<file path="src/rtl/rr_arb_pkg.sv">
// Shared types and helpers for the round-robin select arbiter.
// Used by rr_priority_pick and rr_mux_select_arb.
package rr_arb_pkg;

    typedef enum logic {
        IDLE  = 1'b0,
        GRANT = 1'b1
    } arb_state_t;

    // Modulo increment: wraps depth-1 back to 0.
    function automatic int rr_next_idx(input int idx, input int depth);
        return (idx >= depth - 1) ? 0 : idx + 1;
    endfunction

endpackage

</file>
<file path="src/rtl/rr_priority_pick.sv">
// Combinational rotating priority encoder: first set request at or after ptr,
// wrapping through DEPTH-1 back to 0.
module rr_priority_pick #(
    parameter int DEPTH = 8,
    parameter int SEL_W = $clog2(DEPTH)
) (
    input  logic [DEPTH-1:0] i_req,
    input  logic [SEL_W-1:0] ptr,
    output logic             o_any,
    output logic [SEL_W-1:0] o_idx
);

    logic [2*DEPTH-1:0] req_dbl;
    logic [DEPTH-1:0]   req_rot;
    logic [SEL_W-1:0]   offset;
    int                 sum;

    // Rotate so bit 0 of req_rot is the request at ptr.
    assign req_dbl = {i_req, i_req};
    assign req_rot = req_dbl[ptr +: DEPTH];
    assign o_any   = |req_rot;

    // NOTE: every variable gets a default at the top of always_comb; a missed
    // branch would otherwise infer a latch.
    always_comb begin
        offset = '0;
        for (int k = DEPTH - 1; k >= 0; k--) begin
            if (req_rot[k]) offset = SEL_W'(k);
        end
        sum = int'(ptr) + int'(offset);
        if (sum >= DEPTH) sum = sum - DEPTH;
        o_idx = SEL_W'(sum);
    end

endmodule

</file>
<file path="src/rtl/rr_mux_select_arb.sv">
// Round-robin arbiter driving a word mux select with a valid/ready handshake.
// Define RR_ARB_LOCK_EN to hold a grant across beats until an accept with i_last=1.
module rr_mux_select_arb
    import rr_arb_pkg::*;
#(
    parameter int DEPTH = 8,
    parameter int SEL_W = $clog2(DEPTH)
) (
    input  logic             i_clk,
    input  logic             i_rst,
    input  logic [DEPTH-1:0] i_req,
    input  logic             i_last,
    input  logic             i_ready,
    output logic             o_valid,
    output logic [SEL_W-1:0] o_select,
    output logic [DEPTH-1:0] o_grant
);

    arb_state_t       state_q, state_d;
    logic [SEL_W-1:0] ptr_q, ptr_d;
    logic [SEL_W-1:0] sel_q, sel_d;
    logic [DEPTH-1:0] grant_q, grant_d;
    logic [SEL_W-1:0] next_sel, pick_ptr, pick_idx;
    logic             pick_any, accept, rotate;

    assign accept   = (state_q == GRANT) && i_ready;
    assign next_sel = SEL_W'(rr_next_idx(int'(sel_q), DEPTH));

`ifdef RR_ARB_LOCK_EN
    assign rotate = accept && i_last;
`else
    logic unused_last;
    assign unused_last = i_last;
    assign rotate      = accept;
`endif

    // On rotation, arbitrate this cycle against the already-advanced pointer.
    assign pick_ptr = rotate ? next_sel : ptr_q;

    rr_priority_pick #(
        .DEPTH (DEPTH),
        .SEL_W (SEL_W)
    ) u_pick (
        .i_req (i_req),
        .ptr   (pick_ptr),
        .o_any (pick_any),
        .o_idx (pick_idx)
    );

    always_comb begin
        state_d = state_q;
        ptr_d   = ptr_q;
        sel_d   = sel_q;
        grant_d = grant_q;
        case (state_q)
            IDLE: begin
                if (pick_any) begin
                    state_d = GRANT;
                    sel_d   = pick_idx;
                    grant_d = DEPTH'(1) << pick_idx;
                end
            end
            GRANT: begin
                if (rotate) begin
                    ptr_d = next_sel;
                    if (pick_any) begin
                        sel_d   = pick_idx;
                        grant_d = DEPTH'(1) << pick_idx;
                    end else begin
                        state_d = IDLE;
                        grant_d = '0;
                    end
                end
            end
            default: begin
                state_d = IDLE;
                grant_d = '0;
            end
        endcase
    end

    // NOTE: state registers use non-blocking assignments so every flop samples
    // the pre-edge values of the others.
    always_ff @(posedge i_clk or posedge i_rst) begin
        if (i_rst) begin
            state_q <= IDLE;
            ptr_q   <= '0;
            sel_q   <= '0;
            grant_q <= '0;
        end else begin
            state_q <= state_d;
            ptr_q   <= ptr_d;
            sel_q   <= sel_d;
            grant_q <= grant_d;
        end
    end

    assign o_valid  = (state_q == GRANT);
    assign o_select = sel_q;
    assign o_grant  = grant_q;

endmodule
</file>
<file path="config.mk">
export PLATFORM = sky130hd
export DESIGN_NAME = rr_mux_select_arb
export DESIGN_NICKNAME = d
export VERILOG_FILES = /design/src/rtl/rr_arb_pkg.sv /design/src/rtl/rr_priority_pick.sv /design/src/rtl/rr_mux_select_arb.sv
export SDC_FILE = /design/constraint.sdc
export NUM_CORES = 1
export LEC_CHECK = 0
export ABC_CLOCK_PERIOD_IN_PS = 9000
export BUFFER_PORTS_ARGS = -buffer_cell sky130_fd_sc_hd__buf_2
export CELL_PAD_IN_SITES_DETAIL_PLACEMENT = 0
export CELL_PAD_IN_SITES_GLOBAL_PLACEMENT = 1
export CORE_ASPECT_RATIO = 1.4
export CORE_MARGIN = 4
export CORE_UTILIZATION = 40
export DETAILED_ROUTE_END_ITERATION = 10
export HOLD_SLACK_MARGIN = 0.12
export PLACE_DENSITY_LB_ADDON = 0.2
export REMOVE_ABC_BUFFERS = 1
export SLEW_MARGIN = 20
export SYNTH_ARGS = -nofsm -noshare
export SYNTH_HDL_FRONTEND = slang
export SYNTH_HIERARCHICAL = 1
export SYNTH_SLANG_ARGS = --single-unit
</file>
<file path="constraint.sdc">
create_clock -name i_clk -period 9 [get_ports i_clk]
set_input_delay 1.35 -clock i_clk [delete_from_list [all_inputs] [get_ports i_clk]]
set_output_delay 1.35 -clock i_clk [all_outputs]
set_load 0.02 [all_outputs]
</file>
==> metrics <==
CTS tree=built; CP Capture Type=flip-flop; Crit Path Category=input port to flip-flop; post-synthesis sequential area ratio=0.3171; IO Pins=24; Post-CTS Resized=0; Area contributors post-synth=dfrtp_1 (32%), mux2i_1 (6.8%), mux2_2 (4.8%), nand2_1 (3.8%), a32o_1 (3.4%); Synth top area share=0.3171; Synth Flop Type=dfrtp_1; Die Y=72.37 microns; max cap viols=0; grt ovf=0; DRT antenna net count=0; Synth Area in Compound Gates=0.2008; DR vias/cell=5.807; worst slew pin tran=0.6582 ns; drt first pass iters=4; share of cells above drive strength 1=0.3022; Post-Synth Adder-Cell Area=0.05814; maximum VDD drop=222.5 uV; CP Data Arrival Time=5.04 ns; reg-to-reg startpoint=o_select[0]; Worst Hold End=ptr_q[2]; die area=3906 sq um; final-report hold violation count=0; Post-synth EDFFs=0; H-tree Lvls=1; xor/xnor cell area share of the yosys netlist=0.007400; Post-CTS Setup Bufs=0; Worst Skew=0.001428 ns; DR vias=1,022; Die X=53.98 microns; leading area contributor after synthesis=dfrtp_1; Simple-Gate Fraction of Synth Area=0.1554; ANT cells=0; Hold WC Path Type=flip-flop to flip-flop; number of remaining DRC errors=0; gp weighted congestion=0.7469; Core Area=2849 sq um; list of most frequent post-synthesis cells=dfrtp_1 (15), nand2_1 (12), mux2i_1 (8); Reg2Reg Capture Point=o_grant[6]; RSZ-0062 raised after global routing=no; outcome=finished, final reports clean; Sum Neg Setup Slack=0 ns; All-Layer GR Usage=0.1603; main combinational cell family by area after synthesis=multiplexers; drt initial violations=22; Root Driver=clkbuf_8; largest net degree at the start of global routing=20; unique cell type count in the Yosys netlist=51; Synth Instances=116; row count=23; first-pass GRT wire length=4.705 mm; PD cells=436.3 nW/um^2; startpoint types=input port; top-count cell post-synth=dfrtp_1; Slew Viols, Final=0; number of synthesized register bits=15; fin nets=156; Area Growth Syn to Fin=15.75%; clock buffer depth=2; Final Setup Violations=0; initial core utilization=0.4155; Total Wirelength=2.786 mm; number of buffers created by CTS=3; CP max FO=17; Synth Warn #=6; Worst Path Required=9.19 ns; Mean Syn Cell Area=10.20 sq um; worst hold slack=0.4708 ns; Clock Latency Late Sink=0.25 ns; fin crit share=0.5389; cts hold-fix bufs=0; mapped cell area=1184 sq um; WL per Instance=15.83 microns; flop2flop setup slack=4.88 ns; worst rel slew slack=0.5487; leak pwr=0.0006246 uW; hpwl dp=2.146 mm; vias in the first global route=1,021; reg2reg path depth=13; fin crit period=4.850 ns; clock sink count=15; mux cell area share after synthesis=0.2114; Reg clk slew, reported paths=0.06 ns; Tot Pwr=597.7 uW; Hold Crit Start=ptr_q[2]; Fmax=206.2 MHz; IO buf count=22; final core occ=0.4809; Hold Path Depth=2; asr flop ratio synth=1.000; initial antenna violation count=0
[layout make-up]
type,count,area [sq um]
Clock buffer,3,41.29
Fill cell,271,1479
Tap cell,37,46.29
Sequential cell,15,375.4
Inverter,6,22.52
Multi-Input combinational cell,90,754.5
Timing Repair Buffer,24,125.1
Clock inverter,1,5.005
[cell families (layout without fill, tap and decap cells)]
| kind of cell | count (synthesis) | after routing |
|---|---|---|
| multiplexers | 21 | 21 |
| flip-flops | 15 | 15 |
| buffers and inverters | 11 | 34 |
| AND/OR/NAND/NOR | 34 | 34 |
| AO/OA/AOI/OAI | 29 | 29 |
| XOR/XNOR | 1 | 1 |
| adder cells (fa/ha/maj) | 5 | 5 |
[worst max path at each step]
stage                  from          to  slack, ns  depth (start not counted)
CTS                 i_ready  o_grant[6]       4.16                         14
detailed placement  i_ready  o_grant[7]       3.91                         14
global route        i_ready  o_grant[7]       3.91                         14
floorplan           i_ready  o_grant[3]       3.60                         12
global placement    i_ready  o_grant[4]       3.98                         14
finish              i_ready  o_grant[6]       4.15                         14
[registers in the layout, summed over array words and instances, names as in the netlist]
| name | cells |
|---|---|
| o_valid | 1 |
| o_grant | 8 |
| o_select | 3 |
| ptr_q | 3 |
[worst max-delay path, stage by stage]
cell,delay (ns)
buf_2,0.11
nand2_1,0.21
mux2_2,0.55
mux2i_1,0.46
mux4_2,0.39
a22oi_2,0.08
nor3b_1,0.21
a311o_1,0.16
ha_1,0.14
inv_1,0.05
fa_1,0.37
xnor2_1,0.42
and3_1,0.34
a32o_1,0.19
[layer usage]
layer	wire [microns]	track usage	share of wire	vias up
met5	0	0	0	-
met4	44	0.06094	0.016	0
met3	130	0.02259	0.047	5
met2	1462	0.2749	0.52	25
met1	1149	0.1974	0.41	497
li1	-	-	-	495
[per-stage QoR]
| step | cell area (sq um) | setup slack [ns] | instances |
|---|---|---|---|
| finish | 1370 | 4.150 | 176 |
| global route | 1370 | 3.913 | 176 |
| CTS | 1370 | 4.156 | 176 |
| detailed placement | 1324 | 3.913 | 172 |
| global placement | 1324 | 3.978 | 172 |
| floorplan | 1147 | 3.605 | 111 |
[layout by cell type, fill, tap and decap left out, types with 2 or more instances in the layout]
| cell | synthesis | layout |
|---|---|---|
| nand2_1 | 12 | 12 |
| clkbuf_8 | 0 | 3 |
| mux2_4 | 2 | 2 |
| nor2_1 | 2 | 2 |
| dfrtp_1 | 15 | 15 |
| inv_1 | 5 | 5 |
| o41ai_1 | 4 | 4 |
| mux2i_1 | 8 | 8 |
| ha_1 | 3 | 3 |
| a21oi_1 | 4 | 4 |
| mux2_1 | 3 | 3 |
| buf_2 | 2 | 22 |
| buf_4 | 0 | 2 |
| mux2i_2 | 2 | 2 |
| nand2b_1 | 5 | 5 |
| nand3_1 | 2 | 2 |
| a32o_1 | 4 | 4 |
| mux2_2 | 5 | 5 |
| o21ai_0 | 2 | 2 |
[power by group]
part           internal (uW)  switching (uW)
logic                    182             252
registers               92.3            15.5
clock network           30.7            24.9
total                    305             293
Power figures use the tool's default switching activity.
